--- config.mk ---
export PLATFORM = sky130hd
export DESIGN_NAME = branch_predict_sequencer
export DESIGN_NICKNAME = d
export VERILOG_FILES = /design/src/rtl/microev_bp_pkg.sv /design/src/rtl/bp_counter_table.sv /design/src/rtl/branch_predict_sequencer.sv
export SDC_FILE = /design/constraint.sdc
export NUM_CORES = 1
export LEC_CHECK = 0
export ABC_AREA = 1
export BUFFER_PORTS_ARGS = -buffer_cell sky130_fd_sc_hd__buf_2
export CAP_MARGIN = 20
export CORE_MARGIN = 2
export CORE_UTILIZATION = 35
export DETAILED_ROUTE_END_ITERATION = 10
export GPL_TIMING_DRIVEN = 0
export SYNTH_ARGS = -nofsm -noshare
export SYNTH_HDL_FRONTEND = slang
export SYNTH_SLANG_ARGS = --single-unit
export TNS_END_PERCENT = 20
--- constraint.sdc ---
create_clock -name clk -period 3 [get_ports clk]
set_input_delay 0.15 -clock clk [delete_from_list [all_inputs] [get_ports clk]]
set_output_delay 0.15 -clock clk [all_outputs]
set_load 0.05 [all_outputs]
--- src/rtl/microev_bp_pkg.sv ---
// Shared opcodes, FSM state encoding and 2-bit counter helpers for the
// MicroEV20 conditional-branch predictor.
package microev_bp_pkg;

  localparam logic [2:0] OP_JMP = 3'b100;
  localparam logic [2:0] OP_JZE = 3'b101;
  localparam logic [2:0] OP_JNE = 3'b110;
  localparam logic [2:0] OP_JCY = 3'b111;

  typedef enum logic [1:0] {
    IDLE    = 2'd0,
    PENDING = 2'd1,
    FLUSH   = 2'd2
  } bp_state_e;

  localparam logic [1:0] CTR_RESET = 2'b01;
  localparam logic [1:0] CTR_MAX   = 2'b11;

  // Saturating step of a 2-bit direction counter.
  function automatic logic [1:0] ctr_step(input logic [1:0] ctr, input logic taken);
    logic [1:0] res;
    res = ctr;
    if (taken) begin
      if (ctr != CTR_MAX) res = ctr + 2'd1;
    end else begin
      if (ctr != 2'b00) res = ctr - 2'd1;
    end
    return res;
  endfunction

endpackage

--- src/rtl/bp_counter_table.sv ---
// Table of 2-bit saturating direction counters: combinational read port,
// single synchronous update port. A same-cycle read of the written entry sees the old value.
module bp_counter_table
  import microev_bp_pkg::*;
#(
  parameter int IDX_W = 4
) (
  input  logic             clk,
  input  logic             rst_n,
  input  logic [IDX_W-1:0] rd_idx,
  output logic [1:0]       rd_ctr,
  input  logic             upd_en,
  input  logic [IDX_W-1:0] upd_idx,
  input  logic             upd_taken
);

  localparam int DEPTH = 1 << IDX_W;

  logic [1:0] ctr_reg [DEPTH];

  always_ff @(posedge clk) begin
    if (!rst_n) begin
      for (int i = 0; i < DEPTH; i++) ctr_reg[i] <= CTR_RESET;
    end else if (upd_en) begin
      ctr_reg[upd_idx] <= ctr_step(ctr_reg[upd_idx], upd_taken);
    end
  end

  assign rd_ctr = ctr_reg[rd_idx];

endmodule

--- src/rtl/branch_predict_sequencer.sv ---
// Conditional-jump sequencer: predicts JZE/JNE/JCY from a PC-indexed counter
// table, holds the branch until flags resolve, and drives flush/redirect on mispredict.
module branch_predict_sequencer
  import microev_bp_pkg::*;
#(
  parameter int PC_W         = 11,
  parameter int INSTR_W      = 22,
  parameter int IDX_W        = 4,
  parameter int FLUSH_CYCLES = 2
) (
  input  logic               clk,
  input  logic               rst_n,
  input  logic               issue_valid,
  input  logic [INSTR_W-1:0] instr,
  input  logic [PC_W-1:0]    pc,
  output logic               issue_ready,
  output logic               pred_valid,
  output logic               pred_taken,
  output logic [PC_W-1:0]    pred_next,
  input  logic               resolve_valid,
  input  logic               flag_z,
  input  logic               flag_c,
  output logic               flush,
  output logic               redirect_valid,
  output logic [PC_W-1:0]    redirect_pc,
  output logic [7:0]         mispredict_cnt
);

  localparam int FC_W = (FLUSH_CYCLES > 1) ? $clog2(FLUSH_CYCLES) : 1;

  bp_state_e        state_reg;
  logic [2:0]       op_reg;
  logic [IDX_W-1:0] idx_reg;
  logic [PC_W-1:0]  target_reg;
  logic [PC_W-1:0]  fall_reg;
  logic             guess_reg;
  logic [FC_W-1:0]  flush_cnt_reg;

  logic [2:0]       op;
  logic             is_jump;
  logic             is_cond;
  logic [PC_W-1:0]  target;
  logic [PC_W-1:0]  fall;
  logic [1:0]       rd_ctr;
  logic             actual;
  logic             upd_en;

  assign op      = instr[INSTR_W-1 -: 3];
  assign is_jump = instr[INSTR_W-1];
  assign is_cond = is_jump && (op != OP_JMP);
  assign target  = instr[PC_W-1:0];
  assign fall    = pc + PC_W'(1);

  always_comb begin
    actual = flag_c;
    case (op_reg)
      OP_JZE:  actual = flag_z;
      OP_JNE:  actual = !flag_z;
      default: actual = flag_c;
    endcase
  end

  assign upd_en      = (state_reg == PENDING) && resolve_valid;
  assign issue_ready = (state_reg == IDLE);

  bp_counter_table #(.IDX_W(IDX_W)) u_table (
    .clk       (clk),
    .rst_n     (rst_n),
    .rd_idx    (pc[IDX_W-1:0]),
    .rd_ctr    (rd_ctr),
    .upd_en    (upd_en),
    .upd_idx   (idx_reg),
    .upd_taken (actual)
  );

  // Middle instruction bits and the counter's low bit do not affect sequencing.
  logic unused_bits;
  assign unused_bits = ^{instr[INSTR_W-4:PC_W], rd_ctr[0]};

  always_ff @(posedge clk) begin
    if (!rst_n) begin
      state_reg      <= IDLE;
      op_reg         <= '0;
      idx_reg        <= '0;
      target_reg     <= '0;
      fall_reg       <= '0;
      guess_reg      <= 1'b0;
      flush_cnt_reg  <= '0;
      pred_valid     <= 1'b0;
      pred_taken     <= 1'b0;
      pred_next      <= '0;
      flush          <= 1'b0;
      redirect_valid <= 1'b0;
      redirect_pc    <= '0;
      mispredict_cnt <= '0;
    end else begin
      pred_valid     <= 1'b0;
      redirect_valid <= 1'b0;
      case (state_reg)
        IDLE: begin
          if (issue_valid) begin
            pred_valid <= 1'b1;
            if (!is_jump) begin
              pred_taken <= 1'b0;
              pred_next  <= fall;
            end else if (!is_cond) begin
              pred_taken <= 1'b1;
              pred_next  <= target;
            end else begin
              pred_taken <= rd_ctr[1];
              pred_next  <= rd_ctr[1] ? target : fall;
              op_reg     <= op;
              idx_reg    <= pc[IDX_W-1:0];
              target_reg <= target;
              fall_reg   <= fall;
              guess_reg  <= rd_ctr[1];
              state_reg  <= PENDING;
            end
          end
        end
        PENDING: begin
          if (resolve_valid) begin
            if (actual != guess_reg) begin
              state_reg      <= FLUSH;
              flush          <= 1'b1;
              redirect_valid <= 1'b1;
              redirect_pc    <= actual ? target_reg : fall_reg;
              flush_cnt_reg  <= FC_W'(FLUSH_CYCLES - 1);
              if (mispredict_cnt != 8'hFF) mispredict_cnt <= mispredict_cnt + 8'd1;
            end else begin
              state_reg <= IDLE;
            end
          end
        end
        FLUSH: begin
          // flush_cnt counts remaining window cycles after the current one.
          if (flush_cnt_reg == '0) begin
            flush     <= 1'b0;
            state_reg <= IDLE;
          end else begin
            flush_cnt_reg <= flush_cnt_reg - FC_W'(1);
          end
        end
        default: state_reg <= IDLE;
      endcase
    end
  end

endmodule

==> results list <==
* Detailed Route Iter0 Violations: 433
* Cell taking the most area after synthesis: sky130_fd_sc_hd__dfxtp_1
- Power per Cell Area: roughly 550 nW/um^2
- Of the total synthesized cell area, the portion taken by full adders, half adders and majority gates is 0.496%.
* Total count of hold-check failures in the final report: 0
* Crit. End Element: register
* Global route hottest layer: met1
- Clock-pin slew on the worst setup and hold paths: about 70 ps
- In this run the core area contains between 40 and 50 standard-cell rows.
- Die height: 124 microns
- The number of hold buffers added after CTS was 0.
- Post-place setup slack: 718 ps
* Maximum clock path buffer count: 2
* Capture point of the critical path: u_table.ctr_reg[5][0]
- Simple-gate portion of the synthesized area: 26.2%
- The Yosys step of the flow raised 0 warnings.
* Dominant combinational cell family by area after synthesis: simple AND/OR/NAND/NOR gates
- Most common cell in the synthesized netlist: sky130_fd_sc_hd__nand2_1
- Post-route total power: ~3.3 mW
* Root cell of the clock tree: sky130_fd_sc_hd__clkbuf_16
- Achievable Freq: about 0.43 GHz
* Clock tree from TritonCTS: yes
- Global routing consumed, on the met3 layer, around 2.6% of the routing resources.
- The later pin in the worst-skew pair is clocked with a latency of between 300 and 400 ps.
* Area growth from synthesis to layout: 17.1%
- Antenna violation net count after detailed routing: 0
- Final global-route overflow total: 0
- Minimum period implied by the final worst setup slack: 2300 ps
* Via-per-instance ratio: a little under 5
* Fin crit share: around 77%
- Result of the run: finished, final reports clean
- STA puts the critical path data required time at about 3100 ps.
* Core Region: about 14000 sq um
- CTS HTree Levels: 3
- Cells along the critical path: clkbuf_1 -> o21ai_0 -> nand3_1 -> nand3_1 -> nand2_1 -> inv_1 -> o21ai_2 -> buf_2 -> nand3_1
* Number of storage elements in the synthesis netlist: between 100 and 150
- Top-level I/O count: 74
- Xor and xnor area share after synthesis: between 2 and 3%
- Leakage component of the power: approximately 2.7 nW
- Max-slew headroom: a little over half
- Area share of the largest cell type after synthesis: between 20% and 30%
- Instance count of the mapped netlist: 678
* Max-capacitance violation count: 0
- Summed over all failing endpoints, the final setup total negative slack is 0 ps.
- Overall via count from detail_route: roughly 4600
- The number of cells on the worst reg-to-reg path is 9.
- Async set-reset flop share out of synthesis: 0%
* Total GRT Usage: a little under a fifth
* Reg-to-reg endpoint: u_table.ctr_reg[5][0]
- For this run, the slowest stage of the critical path takes 450 ps.
* Number of failing setup endpoints in the final timing report: 0
- Data arrives at the worst endpoint at 2400 ps.
* Most numerous cell types in the synthesized netlist: sky130_fd_sc_hd__nand2_1 (125), sky130_fd_sc_hd__inv_1 (104), sky130_fd_sc_hd__nor2_1 (76)
* Number of cells on the worst hold path: 3
- Met2 routing resource usage after global routing: ~28%
* Fraction of final layout cells with drive strength greater than 1: between 10% and 20%
- Hold WS: between 50 and 60 ps
- Post-synth net total: a little over 700
* Global Route met1 Usage: roughly 28%
- Number of antenna violations at the first check in global routing: 0
- In the final layout, the multi-input gates occupy around 2100 sq um.
- DRC Markers: 0
* Post-route clock skew: 6.21 ps
- Counting every sink on the clock net gives 103.
- The die covers roughly 15000 sq um.
- The number of antenna diodes in the final layout is 0.
- Worst slew pin tran: around 680 ps
- The number of global-route vias before repair is between 4000 and 5000.
- Share of synthesized area spent on multiplexers: 0%
- Worst vdd rail ir drop: ~0.00026 V
- Once detailed placement completed, the half-perimeter wirelength came to ~10000 microns.
- Pin count of the biggest net entering global routing: 17
* Predominant post-synthesis flop cell: sky130_fd_sc_hd__dfxtp_1
* Type of the worst min-delay path: in -> reg
- Total clock buffers created by CTS: 9
- The worst setup path is of the reg -> reg kind.
- In this run the worst path has a maximum fanout of 10.
- After layout, the worst setup slack is about 700 ps.
- Register-to-register setup slack: 700 ps
* Critical Path Most Common Cell: sky130_fd_sc_hd__nand3_1
* Flip-flop count of the largest register after layout: 32
- In this run the tool buffered the top-level ports with 64 buffer cells.
* Number of instances in the placed design: around 920
- Routability Congestion: between 0.8 and 0.9
- Post-cts repair resize count: 0
- Number of filler cells placed in the layout: 1505
- Cell variety after synth: 32
- Layout net count: between 700 and 800
- Once the floorplan was initialized, standard cells occupied around 36% of the core.
- Among all stages on the critical path, the largest delay is contributed by sky130_fd_sc_hd__dfxtp_1.
- Sequential elements use 47.2% of the synthesized area.
- Number of enable-type register cells in the synthesized netlist: 32
- Final Non-Filler Cells: 938
* Complex-gate fraction of the synthesized area: 12.3%
- After synthesis the cells add up to between 5000 and 6000 sq um.
- Synthesized area per cell: between 7 and 8 sq um
* Total Routed Length: between 10000 and 15000 microns
- Final Slew Violations: 0
* Setup repair after global routing missed its margin: false
* Post-detailed-route wirelength per cell: roughly 15 microns
- In this run the horizontal extent of the chip is roughly 120 microns.
- Ranked by total cell area, the synthesized netlist is headed by sky130_fd_sc_hd__dfxtp_1 (28%), sky130_fd_sc_hd__edfxtp_1 (19%), sky130_fd_sc_hd__nand2_1 (9.3%).
* Crit path launch type: register
* First-pass GRT wire length: roughly 22000 microns
- FF+latch area: ~2400 sq um
- Once the clock tree was built, the setup fixing pass inserted 0 buffers.
- The pre-antenna-repair detailed-routing pass consisted of 5 iterations.
[power by group]
group / total (mW) / switching (mW) / internal (mW)
clock network: 1.25 / 0.537 / 0.718
logic: 0.478 / 0.347 / 0.130
registers: 1.52 / 0.0331 / 1.49
total: 3.26 / 0.917 / 2.34
[cells by family (layout without fill, tap and decap cells)]
family,after synthesis,after routing
adder cells (fa/ha/maj),2,2
AO/OA/AOI/OAI,116,116
AND/OR/NAND/NOR,304,304
flip-flops,103,103
XOR/XNOR,15,15
buffers and inverters,138,218
[worst min-delay path by stage]
stage          slack [ps]      start              to
6_report               60   instr[2]   target_reg[2]
5_1_grt                70   instr[6]   target_reg[6]
4_1_cts                40   instr[5]   target_reg[5]
3_5_place_dp          420   instr[5]   target_reg[5]
3_3_place_gp          410   instr[7]   target_reg[7]
2_1_floorplan         280  instr[10]  target_reg[10]
[critical path, delay by kind of cell (launching register included)]
| kind | cells | cell delay (ps) |
|---|---|---|
| buf+inv | 3 | 760 |
| compound gates | 2 | 490 |
| simple gates | 4 | 340 |
| flops | 1 | 450 |
[metrics by stage]
step | cell area, sq um | util (%)
floorplan | 5050 | -
global placement | 5590 | 40.0
detailed placement | 5590 | 40.0
CTS | 5910 | 42.2
global route | 5910 | 42.2
finish | 5910 | 42.2
[cells in the final DEF (no fill, tap or decap), drive strengths merged, types with 5 or more instances in the layout]
cell type / n
a21oi: 51
nand2: 128
nand4: 13
clkbuf: 29
buf: 78
nor2: 76
inv: 107
and2: 5
o21ai: 53
nand3: 75
xor2: 12
o211ai: 11
dfxtp: 71
edfxtp: 32
[per-layer routing]
metal	vias to the layer above	wire length [microns]
li1	2344	-
met1	2101	6700
met2	124	6100
met3	21	688
met4	0	285
met5	-	0
[cell type report]
| cell class | count | share of cell area (%) |
|---|---|---|
| inverter | 107 | 6.80 |
| clock buffer | 12 | 4.51 |
| timing repair buffer | 64 | 5.42 |
| multi-input combinational | 437 | 35.8 |
| tap | 180 | 3.81 |
| clock inverter | 4 | 0.847 |
| sequential | 103 | 40.3 |
| buffer | 31 | 2.46 |
No activity file was read; power rests on OpenSTA's default activity.
